--- config.mk ---
export PLATFORM = sky130hd
export DESIGN_NAME = and_gate_core
export DESIGN_NICKNAME = d
export VERILOG_FILES = /design/src/rtl/and_gate_core.sv
export SDC_FILE = /design/constraint.sdc
export NUM_CORES = 1
export LEC_CHECK = 0
export CAP_MARGIN = 5
export CORE_ASPECT_RATIO = 1.25
export CORE_MARGIN = 4
export CORE_UTILIZATION = 47
export DETAILED_ROUTE_END_ITERATION = 16
export HOLD_SLACK_MARGIN = 0.02
export PLACE_DENSITY = 0.77
export SLEW_MARGIN = 20
export SYNTH_ARGS = -nofsm -noshare
export SYNTH_HDL_FRONTEND = slang
export SYNTH_SLANG_ARGS = --single-unit
--- constraint.sdc ---
create_clock -name clk -period 2.2 [get_ports clk]
set_clock_uncertainty 0.2 [all_clocks]
set_input_delay 0.22 -clock clk [delete_from_list [all_inputs] [get_ports clk]]
set_output_delay 0.22 -clock clk [all_outputs]
set_load 0.005 [all_outputs]
--- src/rtl/and_gate_core.sv ---
`timescale 1ns/1ps
// -----------------------------------------------------------------------------
// and_gate_core
//   Parameterised bitwise two-input AND leaf cell. Offers a zero-latency
//   combinational result alongside a registered copy with a one-cycle valid
//   pulse, registered reduction flags and a saturating count of captured
//   all-ones results.
//
// Parameters
//   WIDTH     operand / result width
//   CNT_W     width of the all-ones event counter
//
// Ports
//   clk        in   rising-edge clock
//   rst_n      in   asynchronous active-low reset
//   a, b       in   operands (WIDTH)
//   in_valid   in   qualifies a/b for the registered path
//   clr        in   synchronous clear of ones_cnt (wins over an increment)
//   y          out  combinational a & b
//   y_q        out  registered a & b
//   out_valid  out  y_q holds a result captured on the last edge
//   all_ones   out  registered reduction-AND of the captured result
//   any_one    out  registered reduction-OR of the captured result
//   ones_cnt   out  saturating count of captured all-ones results (CNT_W)
//
// Optional feature, enabled by defining AND_GATE_NAND_EN
//   y_n        out  combinational ~(a & b)
//   y_n_q      out  registered ~(a & b), same capture rule, resets to all ones
// -----------------------------------------------------------------------------
module and_gate_core #(
  parameter int unsigned WIDTH = 1,
  parameter int unsigned CNT_W = 16
) (
  input  logic             clk,
  input  logic             rst_n,
  input  logic [WIDTH-1:0] a,
  input  logic [WIDTH-1:0] b,
  input  logic             in_valid,
  input  logic             clr,
  output logic [WIDTH-1:0] y,
  output logic [WIDTH-1:0] y_q,
  output logic             out_valid,
  output logic             all_ones,
  output logic             any_one,
  output logic [CNT_W-1:0] ones_cnt
`ifdef AND_GATE_NAND_EN
  ,
  output logic [WIDTH-1:0] y_n,
  output logic [WIDTH-1:0] y_n_q
`endif
);

  localparam logic [CNT_W-1:0] CNT_MAX = {CNT_W{1'b1}};

  // Shared bitwise product feeding both the live and the registered paths
  logic [WIDTH-1:0] and_c;
  assign and_c = a & b;
  assign y     = and_c;

`ifdef AND_GATE_NAND_EN
  assign y_n = ~and_c;
`endif

  // live_q stays low through the first edge after reset release so that a
  // request held high across reset is discarded rather than captured.
  logic             live_q,   live_d;
  logic [WIDTH-1:0] data_q,   data_d;
  logic             valid_q,  valid_d;
  logic             all_q,    all_d;
  logic             any_q,    any_d;
  logic [CNT_W-1:0] cnt_q,    cnt_d;
`ifdef AND_GATE_NAND_EN
  logic [WIDTH-1:0] ndata_q,  ndata_d;
`endif

  logic capture_c;
  logic hit_c;
  assign capture_c = in_valid & live_q;
  assign hit_c     = capture_c & (&and_c);

  // Next-state logic for the registered path and the event counter
  always_comb begin
    live_d  = 1'b1;
    data_d  = data_q;
    valid_d = capture_c;
    all_d   = all_q;
    any_d   = any_q;
    cnt_d   = cnt_q;
`ifdef AND_GATE_NAND_EN
    ndata_d = ndata_q;
`endif

    if (capture_c) begin
      data_d = and_c;
      all_d  = &and_c;
      any_d  = |and_c;
`ifdef AND_GATE_NAND_EN
      ndata_d = ~and_c;
`endif
    end

    // Clear has priority; increment stops at the top value instead of wrapping
    if (clr) begin
      cnt_d = '0;
    end else if (hit_c && (cnt_q != CNT_MAX)) begin
      cnt_d = cnt_q + CNT_W'(1);
    end
  end

  // State registers
  always_ff @(posedge clk or negedge rst_n) begin
    if (!rst_n) begin
      live_q  <= 1'b0;
      data_q  <= '0;
      valid_q <= 1'b0;
      all_q   <= 1'b0;
      any_q   <= 1'b0;
      cnt_q   <= '0;
`ifdef AND_GATE_NAND_EN
      ndata_q <= '1;
`endif
    end else begin
      live_q  <= live_d;
      data_q  <= data_d;
      valid_q <= valid_d;
      all_q   <= all_d;
      any_q   <= any_d;
      cnt_q   <= cnt_d;
`ifdef AND_GATE_NAND_EN
      ndata_q <= ndata_d;
`endif
    end
  end

  assign y_q       = data_q;
  assign out_valid = valid_q;
  assign all_ones  = all_q;
  assign any_one   = any_q;
  assign ones_cnt  = cnt_q;
`ifdef AND_GATE_NAND_EN
  assign y_n_q     = ndata_q;
`endif

endmodule

# After elaboration in Yosys (flattened, before gate mapping)
# Index checks and enable logic that the tools add are counted.
# op_classes
n_reduce_logical	2
add_sub_neg	1
bitwise_logic	3
mux	2
eq_ne	1
# op_table
operator	n
2-to-1 mux 16 bit	2
adder 16 x 1 -> 16 bit (second input constant)	1
!= test 16 bit (second input constant)	1
bitwise AND 1 bit	3
nonzero test 2 bit	1
logical AND 1 bit	1
# totals
in_bits	6
elab_cells	13
ff_bits	19

# Logic depth before layout (Yosys ltp)
# Gate-level depths: netlist of the first run.
# depth
depth_word	5
depth_mapped	7

# Worst setup path before layout of the first run
# OpenSTA, ideal clock, no wires.
# synth_timing
path_kind	reg-to-reg
start	reg cnt_q[0] (netlist: ones_cnt[0])
end	reg cnt_q[8] (netlist: ones_cnt[8])
period_less_slack_ns	2.015
setup_ns	0.078
path_stages_with_launch	7
arrival_time_ns	1.737
t_required_ns	1.922
path_buffers	1
path_slack_ns	0.185
path_cell_list	dfrtp_1 ha_1 nand4_1 or3_1 clkbuf_1 or4_1 a21oi_1
# synth_between
elab_chain_len	3
# synth_rtl
element	line_no	rtl
from (decl)	71	logic [CNT_W-1:0] cnt_q, cnt_d;
from (signal assigned)	128	cnt_q <= cnt_d;
adder 16 x 1 -> 16 bit or != test 16 bit (tied branches)	106, 105	
2-to-1 mux 16 bit or logical AND 1 bit (tied branches)	105	end else if (hit_c && (cnt_q != CNT_MAX)) begin
2-to-1 mux 16 bit or nonzero test 2 bit (tied branches)	-	
# Several ways; a longest one is shown, not always the timed one. The select of a mux whose other input is x is not followed.
# A chain may end at the register's enable or synchronous reset.

# Worst setup path after layout of the first run
# layout_timing
start	reg cnt_q[0] (netlist: ones_cnt[0])
end	reg cnt_q[5] (netlist: ones_cnt[5])
# The elaborated chain is that of the path after synthesis.

==> results of run 1 <==
report_power, final:
group	switching, W	internal, W	total (W)
Combinational	0.0000242	0.0000301	0.0000543
Sequential	0.00000298	0.000354	0.000357
Clock	0.000112	0.0000679	0.000180
Total	0.000139	0.000452	0.000591
worst reg2reg max path, delay by kind of cell (launching register included):
family,cells,cell delay (ns)
flip-flops,1,0.41
AND/OR/NAND/NOR,3,0.64
multiplexers,1,0.36
adder cells (fa/ha/maj),1,0.23
buffers and inverters,1,0.16
timing repair:
action	in CTS	in global routing
endpoints found under the setup margin	0	6
hold endpoints to repair	0	0
hold buffers	0	0
gates resized for setup	0	2
flip-flops by register name (all words and copies together), names as in the netlist:
name       cells
ones_cnt      16
live_q         1
out_valid      1
y_q            1
per-layer routing:
| metal | vias to the layer above | part of all wire (%) | track usage [%] |
|---|---|---|---|
| met5 | - | 0 | 0 |
| met4 | 0 | 0.87 | 5.929 |
| met3 | 2 | 5.1 | 2.457 |
| met2 | 40 | 53 | 34.51 |
| met1 | 498 | 41 | 20.78 |
| li1 | 473 | - | - |
final cells by class:
type / instances / area (sq um)
tap: 30 / 37.54
inverter: 5 / 18.77
fill: 177 / 645.6
clock inverter: 1 / 5.005
sequential: 19 / 475.5
multi-input combinational: 75 / 501.7
timing repair buffer: 37 / 342.8
clock buffer: 3 / 22.52
cell families after synthesis:
logic type / share of synthesized area, %
other: 0.3598
AND/OR/NAND/NOR: 25.45
flip-flops: 45.62
AO/OA/AOI/OAI: 17.53
adder cells (fa/ha/maj): 1.200
multiplexers: 2.161
buffers and inverters: 7.682
final timing paths:
check | cells past startpoint | endpoint | from
max in group asynchronous | 2 | ones_cnt[15] | rst_n
max reg2reg | 6 | ones_cnt[5] | ones_cnt[0]
min in group clk | 1 | ones_cnt[14] | ones_cnt[14]
max | 6 | ones_cnt[5] | ones_cnt[0]
min | 2 | out_valid | rst_n
min reg2reg | 1 | ones_cnt[14] | ones_cnt[14]
stage by stage:
stage / total power (W) / instances
4_1_cts: 0.0005970 / 170
5_1_grt: 0.0006199 / 170
2_1_floorplan: 0.0003838 / 108
3_5_place_dp: 0.0004185 / 166
3_3_place_gp: 0.0004171 / 166
6_report: 0.0005906 / 170
synthesized netlist by cell type (all sizes together):
cell type / number / area [sq um]
or4: 9 / 67.56
nor3: 1 / 5.000
or4b: 1 / 10.01
o21ai: 3 / 15.01
or2: 1 / 6.260
ha: 1 / 12.51
or3: 5 / 31.28
o31ai: 10 / 75.07
inv: 5 / 18.77
o21a: 2 / 15.01
nor2: 2 / 7.510
nor2b: 2 / 12.51
buf: 7 / 48.79
clkbuf: 1 / 3.750
and2: 2 / 13.77
dlygate4sd1: 1 / 8.760
nand4: 5 / 37.53
conb: 1 / 3.750
and4: 1 / 8.760
mux2: 2 / 22.52
nand3: 6 / 30.03
o311ai: 1 / 8.760
o41ai: 1 / 8.760
nor3b: 1 / 7.510
nor4: 2 / 12.51
dfrtp: 19 / 475.5
a21oi: 12 / 60.06
nand2: 4 / 15.01
==> flow_metrics.env, run 1 <==
export IMPL_critPathRequiredTime_ns=2.20
export IMPL_finalCritPeriodShare_pct=96.62
export IMPL_die_area_sq_mm=0.003040
export IMPL_fmax_ghz=0.4704
export IMPL_first_global_vias=995
export IMPL_finish_utilization_pct=68.50
export IMPL_critPathTopFamily="simple AND/OR/NAND/NOR gates"
export IMPL_initial_utilization_pct=50.85
export IMPL_port_buffers=26
export IMPL_r2r_setup_slack_ns=0.07
export IMPL_status="finished clean"
export IMPL_p_per_area_mw_per_mm2=420.7
export IMPL_crit_buf_inv=1
export IMPL_track_usage_pct=18.10
export IMPL_crit_chain="ha_1 -> nand4_1 -> nor4_2 -> buf_4 -> nor4_1 -> mux2_1"
export IMPL_hold_viol_final=0
export IMPL_synth_cell_types=33
export IMPL_fp_dieH_um=60.65
export IMPL_die_x_um=50.12
export IMPL_routed_wl_um=2517
export IMPL_layout_commonest_cell="clkdlybuf4s50_1"
export IMPL_antenna_found_initial=0
export IMPL_slew_violations=0
export IMPL_synth_avg_cell_area_sq_um=9.650
export IMPL_rows=18
export IMPL_synth_seq_cells=19
export IMPL_cts_sink_count=19
export IMPL_slew_headroom_pct=60.61
export IMPL_root_buffer="clkbuf_4"
export IMPL_numCtsBuffers=3
export IMPL_antenna_cells=0
export IMPL_setup_ws_ns=0.07437
export IMPL_holdWs_ns=0.03713
export IMPL_crit_arrival_ns=2.12
export IMPL_syn_inst=108
export IMPL_setup_violations=0
export IMPL_place_worst_setup_slack_ns=-0.2209
export IMPL_tns_ns=0
export IMPL_min_period_ns=2.126
export IMPL_path_class="flop to flop"
export IMPL_drtAntennaViolNets=0
export IMPL_drive_gt1_share_pct=15.00
export IMPL_syn_nets=115
export IMPL_wl_per_cell_um=14.81
export IMPL_tightest_slew_ns=0.5863
export IMPL_ys_warn_count=0
export IMPL_min_path_type="input pin to async pin"
export IMPL_slowest_delay_ns=0.41
export IMPL_ir_worst_vdd_uv=433.2
export IMPL_num_io_pins=27
export IMPL_nNetsFinal=148
export IMPL_grt_max_degree=20
export IMPL_finalInstanceArea_sq_mm=0.001404
export IMPL_place_gp_congestion=0.8259
export IMPL_slowest_stage="dfrtp_1"
export IMPL_place_area_sq_mm=0.001368
export IMPL_cts_tree="yes"
export IMPL_cap_viol_max_count=0
export IMPL_drtIter0Drc=35
export IMPL_dp_final_hpwl_um=1881
export IMPL_cts_setup_buffers=0
export IMPL_drc=0
export IMPL_grt_ovfl_total=0
export IMPL_clockBufferDepth=2
export IMPL_firstDrtPassIters=4
export IMPL_grt_pass1_wl_um=4236
export IMPL_path_max_fanout=5
export IMPL_detail_route_vias_per_cell=5.959
export IMPL_layout_common_cells="26 x clkdlybuf4s50_1, 19 x dfrtp_1, 12 x a21oi_1, 11 x buf_4, 10 x o31ai_1"
export IMPL_h_tree_depth=1
export IMPL_area_delta_synth_final_pct=34.69
export IMPL_critPathLaunchType="flop"
export IMPL_ys_seq_area_share_pct=45.62
export IMPL_vias=1013
export IMPL_insertion_delay_ns=0.30
export IMPL_p_leak_nw=0.5272
export IMPL_path_clk_slew_ns=0.11
export IMPL_core_sq_mm=0.002049
export IMPL_netlist_area_sq_mm=0.001042
export IMPL_critical_path_endpoint_type="flop"
No activity file was read; power rests on OpenSTA's default activity.
==> inputs of run 2 (changes only) <==
- CTS_BUF_LIST: not set -> sky130_fd_sc_hd__clkbuf_4 sky130_fd_sc_hd__clkbuf_8 sky130_fd_sc_hd__clkbuf_16
==> results of run 2 <==
Same layout as run 1: the final DEF is identical, and so are final timing and power.
==> inputs of run 3 (changes only) <==
- CORE_UTILIZATION: 47 -> 25
- PLACE_DENSITY: 0.77 -> not set
- REMOVE_ABC_BUFFERS: not set -> 1
- clock period: 2.2 -> 2.7 ns (I/O delays scaled with it)
==> run 3 against run 2 <==
Global-route usage shrank 7.4 points. Sequential share of layout area grew 0.43 points. Via count shrank 4.9%. Clock power grew 12%. Final cell count grew 11%. Largest cell class unchanged. Total power shrank 9.5%. Cell area shrank 1.2%. Clock-buffer cell count is the same. Combinational power shrank 23%. Sequential power shrank 18%. Non-clock buffer count shrank 8. Die area grew 73%. Critical path type unchanged.
==> flow_metrics.env, run 3 (synthesis gave the netlist of run 1 again) <==
export IMPL_track_usage_pct=10.66
export IMPL_first_global_vias=967
export IMPL_die_area_sq_mm=0.005272
export IMPL_min_path_type="input pin to async pin"
export IMPL_area_delta_synth_final_pct=33.01
export IMPL_num_io_pins=27
export IMPL_antenna_found_initial=0
export IMPL_status="finished clean"
export IMPL_port_buffers=26
export IMPL_crit_chain="ha_1 -> nand4_1 -> or3_1 -> or4_1 -> a21oi_1"
export IMPL_p_per_area_mw_per_mm2=385.5
export IMPL_layout_commonest_cell="clkdlybuf4s50_1"
export IMPL_fmax_ghz=0.4486
export IMPL_slowest_stage="or3_1"
export IMPL_stdcell_count=188
export IMPL_grtUsageMet1_pct=13.61
export IMPL_slew_violations=0
export IMPL_nNetsFinal=140
export IMPL_root_buffer="clkbuf_8"
export IMPL_routed_wl_um=2576
export IMPL_rows=26
export IMPL_place_worst_setup_slack_ns=0.2427
export IMPL_drive_gt1_share_pct=8.333
export IMPL_firstDrtPassIters=4
export IMPL_core_sq_mm=0.004066
export IMPL_path_clk_slew_ns=0.08
export IMPL_vias=963
export IMPL_clockBufferDepth=2
export IMPL_slew_headroom_pct=41.63
export IMPL_critPathRequiredTime_ns=2.68
export IMPL_cts_hold_buffers=0
export IMPL_antenna_cells=0
export IMPL_finalCritPeriodShare_pct=82.57
export IMPL_grt_pass1_wl_um=4478
export IMPL_setup_violations=0
export IMPL_place_gp_congestion=0.7623
export IMPL_die_x_um=65.75
export IMPL_cts_setup_buffers=0
export IMPL_cts_sink_count=19
export IMPL_largest_register_ffs=16
export IMPL_grt_ovfl_total=0
export IMPL_setup_ws_ns=0.4707
export IMPL_path_max_fanout=8
export IMPL_drc=0
export IMPL_drtAntennaViolNets=0
export IMPL_grt_use_met3_pct=3.217
export IMPL_insertion_delay_ns=0.26
export IMPL_ir_worst_vdd_uv=276.1
export IMPL_layout_common_cells="26 x clkdlybuf4s50_1, 19 x dfrtp_1, 12 x a21oi_1, 10 x o31ai_1, 9 x or4_1"
export IMPL_h_tree_depth=1
export IMPL_dp_final_hpwl_um=1927
export IMPL_numCtsBuffers=3
export IMPL_grtUsageMet2_pct=17.25
export IMPL_initial_utilization_pct=25.63
export IMPL_fp_dieH_um=80.19
export IMPL_wl_per_cell_um=13.70
export IMPL_slowest_delay_ns=0.52
export IMPL_p_leak_nw=0.4926
export IMPL_dp_cells=184
export IMPL_holdWs_ns=0.3066
export IMPL_path_class="flop to flop"
export IMPL_tightest_slew_ns=0.8728
export IMPL_critPathLaunchType="flop"
export IMPL_r2r_setup_slack_ns=0.47
export IMPL_drtIter0Drc=55
export IMPL_hold_viol_final=0
export IMPL_cts_tree="yes"
export IMPL_rsz0062_at_grt="false"
export IMPL_grt_max_degree=20
export IMPL_min_period_ns=2.229
export IMPL_critical_path_endpoint_type="flop"
export IMPL_cts_resized=0
export IMPL_detail_route_vias_per_cell=5.122
export IMPL_busiest_layer="met2"
export IMPL_crit_arrival_ns=2.21
export IMPL_cap_viol_max_count=0
## run 3: final cells by class
cell class | instances | area (sq um)
fill | 428 | 2680
clock inverter | 1 | 5.005
clock buffer | 3 | 41.29
sequential | 19 | 475.5
tap | 56 | 70.07
timing repair buffer | 29 | 282.8
multi-input combinational | 75 | 493.0
inverter | 5 | 18.77
## run 3: worst max-delay path: cells and delay by family, from the launching register on
kind                     cells  cell delay [ns]
AND/OR/NAND/NOR              3             1.15
flip-flops                   1             0.44
adder cells (fa/ha/maj)      1             0.22
AO/OA/AOI/OAI                1             0.16
## run 3: report_power, final
group          internal, W   total, W  switching, W  leakage [nW]
combinational    0.0000224  0.0000420     0.0000195         0.206
clock             0.000102   0.000201     0.0000987        0.0255
sequential        0.000288   0.000291    0.00000326         0.261
total             0.000413   0.000534      0.000122         0.493
## run 3: worst paths after layout
| path | start | cells past startpoint | to |
|---|---|---|---|
| worst max-delay path | ones_cnt[0] | 5 | ones_cnt[8] |
| worst min-delay path | rst_n | 1 | out_valid |
| worst max register to register | ones_cnt[0] | 5 | ones_cnt[8] |
| worst min register to register | ones_cnt[14] | 1 | ones_cnt[14] |
| max in group asynchronous | rst_n | 1 | ones_cnt[9] |
| min in group clk | ones_cnt[14] | 1 | ones_cnt[14] |
## run 3: metrics by stage
step	area [sq um]	TNS [ns]	total power [W]	utilization (%)
6_report	1386	0	0.0005345	34.09
5_1_grt	1386	0	0.0005593	34.09
4_1_cts	1386	0	0.0005434	34.09
3_5_place_dp	1340	0	0.0003395	32.95
3_3_place_gp	1340	0	0.0003386	32.95
2_1_floorplan	980.9	-0.6026	0.0003036	-
## run 3: per-layer routing
layer  routed length, um  part of all wire [%]
met1                1093                    42
met2                1299                    50
met3                 174                   6.8
met4                   8                  0.31
met5                   0                     0
